--- src/rtl/decode_stage.sv ---
// Instruction decode stage: combinational field extraction feeding a DEPTH-entry output FIFO.
// Optional performance counters are enabled by defining DECODE_PERF_EN.
module decode_stage #(
    parameter int IMM_W = 32,
    parameter int DEPTH = 2
) (
    input  logic                       clk,
    input  logic                       rst_n,
    input  logic                       in_valid,
    output logic                       in_ready,
    input  logic [31:0]                in_instr,
    input  logic                       flush,
    output logic                       out_valid,
    input  logic                       out_ready,
    output logic [7:0]                 out_opcode,
    output logic [2:0]                 out_type,
    output logic [3:0]                 out_rde,
    output logic [3:0]                 out_rs1,
    output logic [3:0]                 out_rs2,
    output logic [3:0]                 out_func,
    output logic [23:0]                out_imm,
    output logic [IMM_W-1:0]           out_imm_sx,
    output logic                       out_illegal,
    output logic [$clog2(DEPTH):0]     occupancy
`ifdef DECODE_PERF_EN
    ,
    output logic [31:0]                perf_decoded,
    output logic [31:0]                perf_illegal
`endif
);

    localparam int PTR_W = $clog2(DEPTH);
    localparam int CNT_W = $clog2(DEPTH) + 1;
    localparam logic [CNT_W-1:0] DEPTH_C = CNT_W'(DEPTH);
    localparam logic [CNT_W-1:0] CNT_ONE = CNT_W'(1);
    localparam logic [PTR_W-1:0] PTR_ONE = PTR_W'(1);

    typedef struct packed {
        logic [7:0]       opcode;
        logic [2:0]       typ;
        logic [3:0]       rde;
        logic [3:0]       rs1;
        logic [3:0]       rs2;
        logic [3:0]       func;
        logic [23:0]      imm;
        logic [IMM_W-1:0] imm_sx;
        logic             illegal;
    } bundle_t;

    bundle_t          dec_f;
    bundle_t          dec;
    logic [23:0]      sx24;
    logic [IMM_W-1:0] sx_full;

    // Field extraction; every field starts at zero so unused fields never carry stale data.
    always_comb begin
        dec_f        = '0;
        sx24         = '0;
        dec_f.opcode = in_instr[7:0];
        case (in_instr[3:0])
            4'd0: begin
                dec_f.typ  = 3'd0;
                dec_f.imm  = {16'b0, in_instr[15:8]};
                sx24       = {{16{in_instr[15]}}, in_instr[15:8]};
                dec_f.func = in_instr[19:16];
                dec_f.rs2  = in_instr[23:20];
                dec_f.rs1  = in_instr[27:24];
                dec_f.rde  = in_instr[31:28];
            end
            4'd1: begin
                dec_f.typ  = 3'd1;
                dec_f.imm  = {12'b0, in_instr[19:8]};
                sx24       = {{12{in_instr[19]}}, in_instr[19:8]};
                dec_f.rs2  = in_instr[23:20];
                dec_f.rs1  = in_instr[27:24];
                dec_f.rde  = in_instr[31:28];
            end
            4'd2: begin
                dec_f.typ  = 3'd2;
                dec_f.imm  = {12'b0, in_instr[19:8]};
                sx24       = {{12{in_instr[19]}}, in_instr[19:8]};
                dec_f.func = in_instr[23:20];
                dec_f.rs1  = in_instr[27:24];
                dec_f.rde  = in_instr[31:28];
            end
            4'd3: begin
                dec_f.typ  = 3'd3;
                dec_f.imm  = {8'b0, in_instr[23:8]};
                sx24       = {{8{in_instr[23]}}, in_instr[23:8]};
                dec_f.rs1  = in_instr[27:24];
                dec_f.rde  = in_instr[31:28];
            end
            4'd4: begin
                dec_f.typ  = 3'd4;
                dec_f.imm  = {8'b0, in_instr[23:8]};
                sx24       = {{8{in_instr[23]}}, in_instr[23:8]};
                dec_f.func = in_instr[27:24];
                dec_f.rde  = in_instr[31:28];
            end
            4'd5: begin
                dec_f.typ  = 3'd5;
                dec_f.imm  = {4'b0, in_instr[27:8]};
                sx24       = {{4{in_instr[27]}}, in_instr[27:8]};
                dec_f.func = in_instr[31:28];
            end
            4'd6: begin
                dec_f.typ  = 3'd6;
                dec_f.imm  = in_instr[31:8];
                sx24       = in_instr[31:8];
            end
            default: begin
                dec_f.illegal = 1'b1;
            end
        endcase
    end

    generate
        if (IMM_W > 24) begin : g_sx_wide
            assign sx_full = {{(IMM_W-24){sx24[23]}}, sx24};
        end else begin : g_sx_narrow
            assign sx_full = sx24;
        end
    endgenerate

    always_comb begin
        dec        = dec_f;
        dec.imm_sx = sx_full;
    end

    // Output queue
    bundle_t          mem_q [DEPTH];
    bundle_t          mem_d [DEPTH];
    logic [PTR_W-1:0] wr_ptr_q, wr_ptr_d;
    logic [PTR_W-1:0] rd_ptr_q, rd_ptr_d;
    logic [CNT_W-1:0] occ_q, occ_d;
    logic             push;
    logic             pop;
    bundle_t          head;

    assign in_ready  = (occ_q < DEPTH_C);
    assign out_valid = (occ_q != '0);
    assign occupancy = occ_q;
    assign push      = in_valid & in_ready & ~flush;
    assign pop       = out_valid & out_ready & ~flush;

    always_comb begin
        for (int i = 0; i < DEPTH; i++) begin
            mem_d[i] = mem_q[i];
        end
        if (push) begin
            mem_d[wr_ptr_q] = dec;
        end
    end

    always_comb begin
        wr_ptr_d = wr_ptr_q;
        rd_ptr_d = rd_ptr_q;
        occ_d    = occ_q;
        if (flush) begin
            wr_ptr_d = '0;
            rd_ptr_d = '0;
            occ_d    = '0;
        end else begin
            if (push) begin
                wr_ptr_d = wr_ptr_q + PTR_ONE;
            end
            if (pop) begin
                rd_ptr_d = rd_ptr_q + PTR_ONE;
            end
            case ({push, pop})
                2'b10:   occ_d = occ_q + CNT_ONE;
                2'b01:   occ_d = occ_q - CNT_ONE;
                default: occ_d = occ_q;
            endcase
        end
    end

    always_ff @(posedge clk or negedge rst_n) begin
        if (!rst_n) begin
            wr_ptr_q <= '0;
            rd_ptr_q <= '0;
            occ_q    <= '0;
            for (int i = 0; i < DEPTH; i++) begin
                mem_q[i] <= '0;
            end
        end else begin
            wr_ptr_q <= wr_ptr_d;
            rd_ptr_q <= rd_ptr_d;
            occ_q    <= occ_d;
            for (int i = 0; i < DEPTH; i++) begin
                mem_q[i] <= mem_d[i];
            end
        end
    end

    // Head is masked so the outputs read zero whenever the queue is empty.
    always_comb begin
        head = out_valid ? mem_q[rd_ptr_q] : '0;
    end

    assign out_opcode  = head.opcode;
    assign out_type    = head.typ;
    assign out_rde     = head.rde;
    assign out_rs1     = head.rs1;
    assign out_rs2     = head.rs2;
    assign out_func    = head.func;
    assign out_imm     = head.imm;
    assign out_imm_sx  = head.imm_sx;
    assign out_illegal = head.illegal;

`ifdef DECODE_PERF_EN
    logic [31:0] perf_dec_q, perf_dec_d;
    logic [31:0] perf_ill_q, perf_ill_d;

    // Saturating counters; flush leaves them untouched.
    always_comb begin
        perf_dec_d = perf_dec_q;
        perf_ill_d = perf_ill_q;
        if (push && (perf_dec_q != 32'hFFFF_FFFF)) begin
            perf_dec_d = perf_dec_q + 32'd1;
        end
        if (push && dec.illegal && (perf_ill_q != 32'hFFFF_FFFF)) begin
            perf_ill_d = perf_ill_q + 32'd1;
        end
    end

    always_ff @(posedge clk or negedge rst_n) begin
        if (!rst_n) begin
            perf_dec_q <= '0;
            perf_ill_q <= '0;
        end else begin
            perf_dec_q <= perf_dec_d;
            perf_ill_q <= perf_ill_d;
        end
    end

    assign perf_decoded = perf_dec_q;
    assign perf_illegal = perf_ill_q;
`endif

endmodule

--- config.mk ---
export PLATFORM = sky130hd
export DESIGN_NAME = decode_stage
export DESIGN_NICKNAME = d
export VERILOG_FILES = /design/src/rtl/decode_stage.sv
export SDC_FILE = /design/constraint.sdc
export NUM_CORES = 1
export LEC_CHECK = 0
export ABC_AREA = 1
export ABC_CLOCK_PERIOD_IN_PS = 2510
export CORE_ASPECT_RATIO = 1.2
export CORE_MARGIN = 1
export CORE_UTILIZATION = 45
export CTS_BUF_LIST = sky130_fd_sc_hd__clkbuf_16
export CTS_CLUSTER_SIZE = 14
export DETAILED_ROUTE_END_ITERATION = 16
export PLACE_DENSITY = 0.7
export SLEW_MARGIN = 0
export SYNTH_ARGS = -nofsm -noshare
export SYNTH_HDL_FRONTEND = slang
export SYNTH_SLANG_ARGS = --single-unit
--- constraint.sdc ---
create_clock -name clk -period 2.51 [get_ports clk]
set_clock_uncertainty 0.1 [all_clocks]
set_input_delay 0.6275 -clock clk [delete_from_list [all_inputs] [get_ports clk]]
set_output_delay 0.6275 -clock clk [all_outputs]
set_load 0.03 [all_outputs]
After elaboration in Yosys (flattened, before gate mapping)
Cells that the tools add are included.
{ "totals": {"reg_bits": 172, "mem_count": 0, "latch_bits": 0, "ram_bits": 0, "word_cells": 77, "romBits": 0} }
{ "op_classes": {"div": 0, "shift": 0, "n_reduce_logical": 12, "mul": 0, "bitwise": 7, "add_sub_neg": 4, "mux": 21, "magnitude_cmp": 4, "n_eq_ne": 8} }
{ "op_table": {"columns": ["operator", "n"], "rows": [
  ["$mux 84", 5],
  ["$pmux 24 s5", 2],
  ["$bwmux 168", 1],
  ["$demux 84 s1", 1],
  ["$pmux 3 s6", 1],
  ["$pmux 4 s4", 1],
  ["$eq 4x3->1 const B", 3],
  ["$mux 4", 3],
  ["$eq 4x2->1 const B", 2],
  ["$reduce_or 7->1", 1],
  ["$reduce_bool 2->1", 3],
  ["$reduce_or 2->1", 3],
  ["$mux 1", 5],
  ["$reduce_or 5->1", 1],
  ["$and 1x1->1", 4],
  ["$eq 4x1->1 const B", 1],
  ["$ge 2x2->1 const B", 2],
  ["$logic_not 4->1", 1],
  ["$not 1->2", 2],
  ["$pmux 2 s2", 1],
  ["$reduce_or 4->1", 1],
  ["$reduce_bool 3->1", 1],
  ["$add 1x1->1 const B", 2],
  ["$add 2x1->2 const B", 1],
  ["other kinds (8)", 8]
]} }

Longest topological paths before layout
Gate-level depths: netlist of the first run.
{ "depth": {"ltp_word": 6, "ltp_mapped": 10} }

Worst setup path after synthesis of the first run
OpenSTA, ideal clock, no wires.
{ "synth_path": {"path_kind": "register -> output", "start": "register occ_q[1] (netlist: occupancy[1])", "end": "output out_imm_sx[24]", "arrival_ps": 2076, "stages_incl_launch_ff": 6, "slack_ps": -294, "path_buffers": 3, "t_required_ps": 1783, "cell_sequence": "dfrtp_1 > buf_4 > nor2_2 > clkbuf_1 > a21oi_1 > buf_4"} }
{ "synth_via": {"elab_chain_len": 2} }
{ "synth_rtl": {"columns": ["element", "line_no", "text"], "rows": [
  ["start: declaration", "135", "logic [CNT_W-1:0] occ_q, occ_d;"],
  ["start signal: assignment", "182", "occ_q <= '0;"],
  ["start signal: assignment", "189", "occ_q <= occ_d;"],
  ["$reduce_bool 2->1", "141", "assign out_valid = (occ_q != '0);"],
  ["$mux 84", "198", "head = out_valid ? mem_q[rd_ptr_q] : '0;"],
  ["end: declaration", "22", "output logic [IMM_W-1:0] out_imm_sx,"]
]} }
No other way between the ends.

Final worst setup path of the first run
{ "layout_path": {"start": "register rd_ptr_q", "end": "output out_imm[10]"} }
{ "layout_via": {"elab_chain_len": 5} }
{ "layout_rtl": {"columns": ["element", "line_no", "text"], "rows": [
  ["start: declaration", "134", "logic [PTR_W-1:0] rd_ptr_q, rd_ptr_d;"],
  ["start signal: assignment", "188", "rd_ptr_q <= rd_ptr_d;"],
  ["$not 1->2 (implied by the code)", "198", null],
  ["$mux 84 (implied by the code) (3 in series)", "198", null],
  ["$mux 84", "198", null],
  ["end: declaration", "21", "output logic [23:0] out_imm,"]
]} }
No other way between the ends. The select of a mux whose other input is x is not followed.

==> flow_summary.ini, run 1 <==
[place]
dp.cells = 1167
dpl.hpwl_um = 12000
place.gp.congestion = 0.861
portBuffers = 124

[critical_path]
start_kind = register
cp-end-kind = primary output
critical_path_arrival_ns = 1.71
critPathMaxFanout = 27
reg2reg_slack_ns = 0.71
criticalPathCategory = reg2out
required_ns = 1.78
r2r_cells = 8

[routing]
wl_um = 18400
wl_per_cell_um = 15.3
drc_errors = 0
drt_iter0_markers = 440
vias_per_cell = 5.08
firstDrtPassIters = 6
vias = 6092
ant_nets = 0

[sta]
worst_slew_pin_slew_ns = 0.442
rsz0062_at_grt = no
relSlewSlack_pct = 70.6
finalCriticalPeriod_ns = 2.44
final-max-slew-violation-count = 0
period_share_pct = 97.1
hold_viol = 0
fmax_mhz = 410
finalSetupViolCount = 0

[synth]
synthCells = 888
syn_nets = 925
yosysWarnings = 0
synth-edff-count = 0
synth_cell_type_count = 25
synth.most_common_cell = nand2_1
synthTopCellsByCount = nand2_1 (383), dfrtp_1 (140), o21ai_0 (101)
postSynthAreaPerCell_um2 = 7.67
ys_async_sr_fraction_pct = 100
syn_area_um2 = 6810
ys.flop_type = dfrtp_1
synth_area_leaders = dfrtp_1 (51%), nand2_1 (21%), o21ai_0 (7.4%)
synth_top_area_share_pct = 51.4
ys_ff_latch = 140
synth.largest_area_cell = dfrtp_1
seq_area_frac_synth_pct = 51.4

[worst_hold_path]
hold_class = in2async

[cts]
cts-root-buf = clkbuf_16
clock_latency_ns = 0.41
cts.clk_slew.worst_paths_ns = 0.06
cts_sinks = 140
cts_buffer_depth = 2
cts_max_level = 4
cts_tree = yes
cts_buffers = 17

[layout]
drive_gt1_share_pct = 19.0
diodes = 0
stdcell_count = 1199
utilization_pct = 61.0
fin_nets = 1025
syn_to_final_growth_pct = 30.7
fill_cells = 1302

[grt]
gr-usage-all-layers_pct = 25.0
grt_pass1_wl_um = 29900
grt_overflow_total = 0
met2_usage_pct = 40.7
antenna_found_initial = 0
grt_use_met3_pct = 4.56
met1_usage_pct = 33.9
grt-busiest-layer = met2
grt_pass1_vias = 5871
grt_max_degree = 87

[die]
pin_count = 125
die_area_um2 = 15600
coreArea_um2 = 14600
die_y_um = 137
fp.dieW_um = 114
initial_core_util_pct = 46.7
rows = 48

[job]
cap_violations = 0

[power_and_ir_drop]
vdd_drop_max_mv = 0.694
p_leak_uw = 0.00429
pwr_density_cell_nw_per_um2 = 1140

[outcome]
outcome = finished clean
[critical path, cell delays in order, from the launching register on]
cell	delay, ns
dfrtp_2	0.47
inv_4	0.15
buf_12	0.20
nand2_1	0.08
a21oi_2	0.23
buf_12	0.15
[flip-flops by register name, summed over array words and instances, names as in the netlist]
signal and flops:
occupancy 2, wr_ptr_q 1, rd_ptr_q 1, mem_q 136
[layout make-up]
| type | instances | area (µm²) | area share, % |
|---|---|---|---|
| Clock inverter | 13 | 135 | 1.52 |
| Timing Repair Buffer | 144 | 1480 | 16.6 |
| Sequential cell | 140 | 3510 | 39.4 |
| Clock buffer | 17 | 425 | 4.78 |
| Multi-Input combinational cell | 642 | 2950 | 33.1 |
| Inverter | 43 | 164 | 1.84 |
| Tap cell | 200 | 250 | 2.81 |
[metrics by stage]
stage               cell area [µm²]  hold WS (ns)  setup slack [ns]  setup TNS (ns)  power, µW
finish                         8900        0.0230            0.0737               0      10100
floorplan                      6850         0.232           -0.0345          -0.242       6020
global route                   8900        0.0532          0.000728               0      10700
global placement               8230         0.350             0.105               0       7550
CTS                            8830        0.0403           0.00856               0      10100
detailed placement             8230         0.356            0.0741               0       7600
[logic make-up after synthesis]
| kind of cell | count (synthesis) | synth area share (%) |
|---|---|---|
| buffers and inverters | 107 | 7.35 |
| AOI/OAI and AO/OA | 203 | 15.4 |
| and+or+nand+nor | 438 | 25.8 |
| DFF | 140 | 51.4 |
[metal layers]
metal / wire [µm] / share of wire (%) / up-vias
li1: - / - / 3019
met1: 8250 / 45 / 2870
met2: 8780 / 48 / 185
met3: 1070 / 5.8 / 18
met4: 257 / 1.4 / 0
met5: 0 / 0 / -
[placed cells by master, fill, tap and decap left out, drive strengths merged]
cell	count
a211oi	2
a21oi	72
buf	106
bufinv	3
clkbuf	17
clkdlybuf4s50	38
clkinv	7
clkinvlp	1
dfrtp	140
inv	45
nand2	390
nand3	23
nand4	1
nor2	24
o21a	2
o21ai	128
[what timing repair did]
action                     4_1_cts  5_1_grt
setup endpoints to repair       38       36
pin swaps                        0        1
gates cloned                     0        1
buffers inserted                 0        1
gates resized for setup         11       14
hold buffers                     0        0
[power by group]
part	switching [µW]	total, µW	internal (µW)	leakage, µW
Combinational	2700	4260	1570	0.00216
Clock	921	2440	1520	0.000281
Sequential	406	3440	3040	0.00185
Total	4020	10100	6120	0.00429
[worst paths after layout]
| kind | startpoint | end |
|---|---|---|
| hold / removal | rst_n | mem_q[74] |
| setup / recovery | rd_ptr_q | out_imm[10] |
| hold reg to reg | mem_q[165] | mem_q[165] |
| min in group clk | mem_q[165] | mem_q[165] |
| max in group asynchronous | rst_n | mem_q[52] |
| setup reg to reg | occupancy[1] | mem_q[160] |
Note: power is estimated with default switching activity, not from simulation.
==> run 2: changes to the inputs <==
--- a/config.mk
+++ b/config.mk
@@ -10,7 +10,6 @@
 export CORE_ASPECT_RATIO = 1.2
 export CORE_MARGIN = 1
 export CORE_UTILIZATION = 45
-export CTS_BUF_LIST = sky130_fd_sc_hd__clkbuf_16
 export CTS_CLUSTER_SIZE = 14
 export DETAILED_ROUTE_END_ITERATION = 16
 export PLACE_DENSITY = 0.7
==> flow_summary.ini, run 2 (same netlist as run 1, synthesis figures left out) <==
[outcome]
outcome = finished clean

[cts]
cts_tree = yes
cts_buffer_depth = 2
cts-root-buf = clkbuf_16
cts_max_level = 4
cts.clk_slew.worst_paths_ns = 0.06
clock_latency_ns = 0.43
cts_sinks = 140
ctsHoldBuffers = 0
cts_buffers = 17

[sta]
rsz0062_at_grt = yes
finalCriticalPeriod_ns = 2.48
worst_slew_pin_slew_ns = 0.446
relSlewSlack_pct = 70.3
finalSetupViolCount = 0
final-max-slew-violation-count = 0
fmax_mhz = 403
fin_ws_ns = 0.0313
period_share_pct = 98.8
hold_viol = 0

[die]
die_y_um = 137
fp.dieW_um = 114
die_area_um2 = 15600
pin_count = 125
rows = 48
initial_core_util_pct = 46.7
coreArea_um2 = 14600

[layout]
utilization_pct = 61.1
final_cell_mix = nand2_1 (382), dfrtp_1 (137), o21ai_0 (100)
seq_area_um2 = 3510
top_register = mem_q
final_area_um2 = 8920
fin_nets = 1026
diodes = 0
syn_to_final_growth_pct = 30.9
drive_gt1_share_pct = 19.2
multiInputGateArea_um2 = 2920
stdcell_count = 1200
fill_cells = 1304
final_common_cell = nand2_1
largest_reg_flops = 136

[critical_path]
timing.rr.end = mem_q[160]
r2r_cells = 9
critical_path_arrival_ns = 1.75
critPathMaxFanout = 27
required_ns = 1.78
start_kind = register
reg2reg_slack_ns = 0.59
r2r_start = occupancy[1]
cp-end-kind = primary output
crit_path_end = out_imm[8]
startpoint = rd_ptr_q
criticalPathCategory = reg2out

[routing]
vias = 6134
wl_per_cell_um = 15.3
firstDrtPassIters = 5
vias_per_cell = 5.11
wl_um = 18400
ant_nets = 0
drc_errors = 0
drt_iter0_markers = 482

[power_and_ir_drop]
p_leak_uw = 0.00430
vdd_drop_max_mv = 0.689
pwr_density_cell_nw_per_um2 = 1150

[grt]
antenna_found_initial = 0
gr-usage-all-layers_pct = 25.2
grt_overflow_total = 0
grt_max_degree = 87
grt_pass1_wl_um = 30000
grt_pass1_vias = 5898

[worst_hold_path]
hold_class = in2async

[place]
portBuffers = 124
place_area_um2 = 8230
pre_cts_slack_ns = 0.0741
place.gp.congestion = 0.861
dpl.hpwl_um = 12000
dp.cells = 1167

[job]
cap_violations = 0
-- run 2: cell count changes in the layout (fill, tap and decap cells not counted) --
cell      change
a21oi_1       +3
a21oi_2       -1
a21oi_4       -2
buf_4         +2
buf_6         -1
clkbuf_1      +2
clkbuf_8      +4
clkinv_1      -4
inv_1         -2
-- run 2: how the worst min path moves through the flow --
stage,endpoint,slack [ns],cells past startpoint
2_1_floorplan,mem_q[0],0.23,0
3_3_place_gp,mem_q[166],0.35,2
3_5_place_dp,mem_q[166],0.36,2
4_1_cts,mem_q[74],0.03,1
5_1_grt,mem_q[74],0.04,1
6_report,mem_q[74],0.02,1
-- run 2: routing by layer --
metal	global-route usage, %	vias up	part of all wire, %
met5	0	-	0
met3	4.69	21	5.2
met2	40.6	191	48
met1	34.1	2900	45
met4	9.38	0	1.7
li1	-	3022	-
-- run 2: cell type report --
type / instances / area share (%)
multi-input combinational: 642 / 32.7
sequential: 140 / 39.3
clock buffer: 23 / 5.47
timing repair buffer: 145 / 16.6
tap: 200 / 2.81
inverter: 43 / 1.84
clock inverter: 7 / 1.26
-- run 2: metrics by stage --
stage          total power (µW)  TNS, ns  hold WS, ns
6_report                  10300        0       0.0150
5_1_grt                   10800   -0.166       0.0436
3_3_place_gp               7550        0        0.350
4_1_cts                   10300        0       0.0317
3_5_place_dp               7600        0        0.356
2_1_floorplan              6020   -0.242        0.232
-- run 2: report_power, final --
part | internal (µW) | total [µW] | switching (µW) | leakage, µW
registers | 3040 | 3440 | 403 | 0.00185
clock network | 1650 | 2590 | 938 | 0.000295
logic | 1570 | 4250 | 2680 | 0.00216
-- run 2: repair_timing --
| action | in CTS | in global routing |
|---|---|---|
| setup endpoints to repair | 40 | 42 |
| resized for setup | 11 | 8 |
| pin swaps | 0 | 1 |
| buffers inserted | 0 | 2 |
| gates cloned | 0 | 1 |
-- run 2: critical path: stages (launching register included) --
cell,delay [ns]
dfrtp_2,0.47
inv_4,0.14
buf_12,0.20
nand2_1,0.07
a21oi_1,0.22
buf_4,0.21
==> RTL edit, RTL diff (flow settings as in run 1) <==
Build with the macro `DECODE_PERF_EN` defined.
--- a/src/rtl/decode_stage.sv
+++ b/src/rtl/decode_stage.sv
@@ -1,4 +1,6 @@
 // Instruction decode stage: combinational field extraction feeding a DEPTH-entry output FIFO.
 // Optional performance counters are enabled by defining DECODE_PERF_EN.
+`define DECODE_PERF_EN
+
 module decode_stage #(
     parameter int IMM_W = 32,
Check against the original RTL (old outputs only; new: perf_decoded and perf_illegal): no difference found for any inputs over 4 cycles, from zero or initial values and one cycle with rst_n low; that may be too few to reach the edited logic, so the function may still have changed.
==> RTL edit against run 1 <==
- combinational power is 41% lower
- non-clock buffer count up 106
- setup slack got worse by 0.11 ns
- power down 2.3%
- highest routed layer unchanged
- the run now ends with setup timing left
- sequential cell count rose by 64
- utilization grew 1.2 points
- synthesized area rose by 64%
- synthesized cell count rose by 81%
- final area up 69%
- register-to-register slack got worse by 0.31 ns
- count of clock-buffer cells in the layout grew 6
- routed wire length increased by 83%
==> RTL edit: results (changes against run 1) <==
[clock_network]
cts_made_buffers = 23  ; was 17
cts_buffer_depth = 3  ; was 2
clock_latency_ns = 0.51  ; was 0.41 ns

[grt]
met3_usage_pct = 2.76  ; was 4.56%
globalRouteMet1Util_pct = 33.7  ; was 33.9%
track_usage_pct = 25.9  ; was 25.0%
grt_max_degree = 77  ; was 87

[detailed_routing]
dr_total_vias = 11100  ; was 6,092
dr_wl_met2_um = 16400  ; was 8780 um
wirelength_met1_um = 14200  ; was 8250 um
wl_per_cell_um = 15.7  ; was 15.3 um

[sta]
maxSlewHeadroom_pct = 72.2  ; was 70.6%
finalSetupViolCount = 2  ; was 0
final.setup.worst_slack_ns = -0.0339  ; was 0.0737 ns

[run_status]
violations = setup timing
status = complete, but fails checks  ; was finished, final reports clean

[power_and_ir_drop]
powerComb_uw = 2510  ; was 4260 uW
leakagePower_uw = 0.00702  ; was 0.00429 uW
swShare_pct = 32.1  ; was 39.7%
clock_power_share_pct = 33.1  ; was 24.1%
ir_drop_mv = 0.556  ; was 0.694 mV

[yosys]
synth_xor_area_share_pct = 1.81  ; was 0%
synth_cell_types = 27  ; was 25
yosys-top-cells-area = dfrtp_1, nand2_1, nor2_1  ; was dfrtp_1, nand2_1, o21ai_0
synthCells = 1608  ; was 888

[place]
port_buffers = 188  ; was 124
placed_cell_area_um2 = 13700  ; was 8230 um^2

[layout]
layout-drive-gt1-share_pct = 15.7  ; was 19.0%
nNetsFinal = 1847  ; was 1,025

[die]
core_area_um2 = 24100  ; was 14,600 um^2

## RTL edit: changes by cell type after synthesis, sizes merged, moves of 3 or more
cell          run 1  this run
nand3            23        61
nand2           390       728
inv              43       123
dfrtp           140       204
o21ai           128       141
xor2              0        10
buf              31        43
xnor2             0        13
nor2             24       155
a21oi            71        81
nand4             1         7
o22ai             0         3
## RTL edit: worst max-delay path, cell delays in order, from the launching register on
cell and delay, ns:
dfrtp_2 0.49, buf_4 0.18, clkbuf_16 0.17, o21ai_1 0.23
a21oi_2 0.07, buf_4 0.17
## RTL edit: layout make-up
cell class              count  area, um^2  area share [%]
multi-input cells        1206        5460            36.4
well taps                 320         400            2.67
repair buffers            250        2860            19.0
clock buffers              23         576            3.83
inverters                 123         469            3.13
clock inverters            15         140           0.934
flip-flops and latches    204        5110            34.0
## RTL edit: what timing repair did
| action | in CTS | in global routing |
|---|---|---|
| gates resized for setup | 44 | 44 |
| hold buffers | 1 | 0 |
| endpoints found under the setup margin | 81 | 67 |
| hold endpoints to repair | 19 | 0 |
| buffers inserted | 3 | 3 |
| pin swaps | 3 | 9 |
| cloned | 2 | 8 |
## RTL edit: final timing paths
path,start,end,slack (ns),cells past startpoint
setup / recovery,rd_ptr_q$_DFFE_PN0P_,out_imm_sx[14],-0.03,5
hold / removal,mem_q[157]$_DFFE_PN0P_,mem_q[157]$_DFFE_PN0P_,0.37,2
setup reg to reg,perf_decoded[0]$_DFFE_PN0P_,perf_decoded[31]$_DFFE_PN0P_,0.40,11
hold reg to reg,mem_q[157]$_DFFE_PN0P_,mem_q[157]$_DFFE_PN0P_,0.37,2
max in group asynchronous,rst_n,mem_q[17]$_DFFE_PN0P_,1.15,3
min in group asynchronous,rst_n,perf_illegal[21]$_DFFE_PN0P_,0.46,2
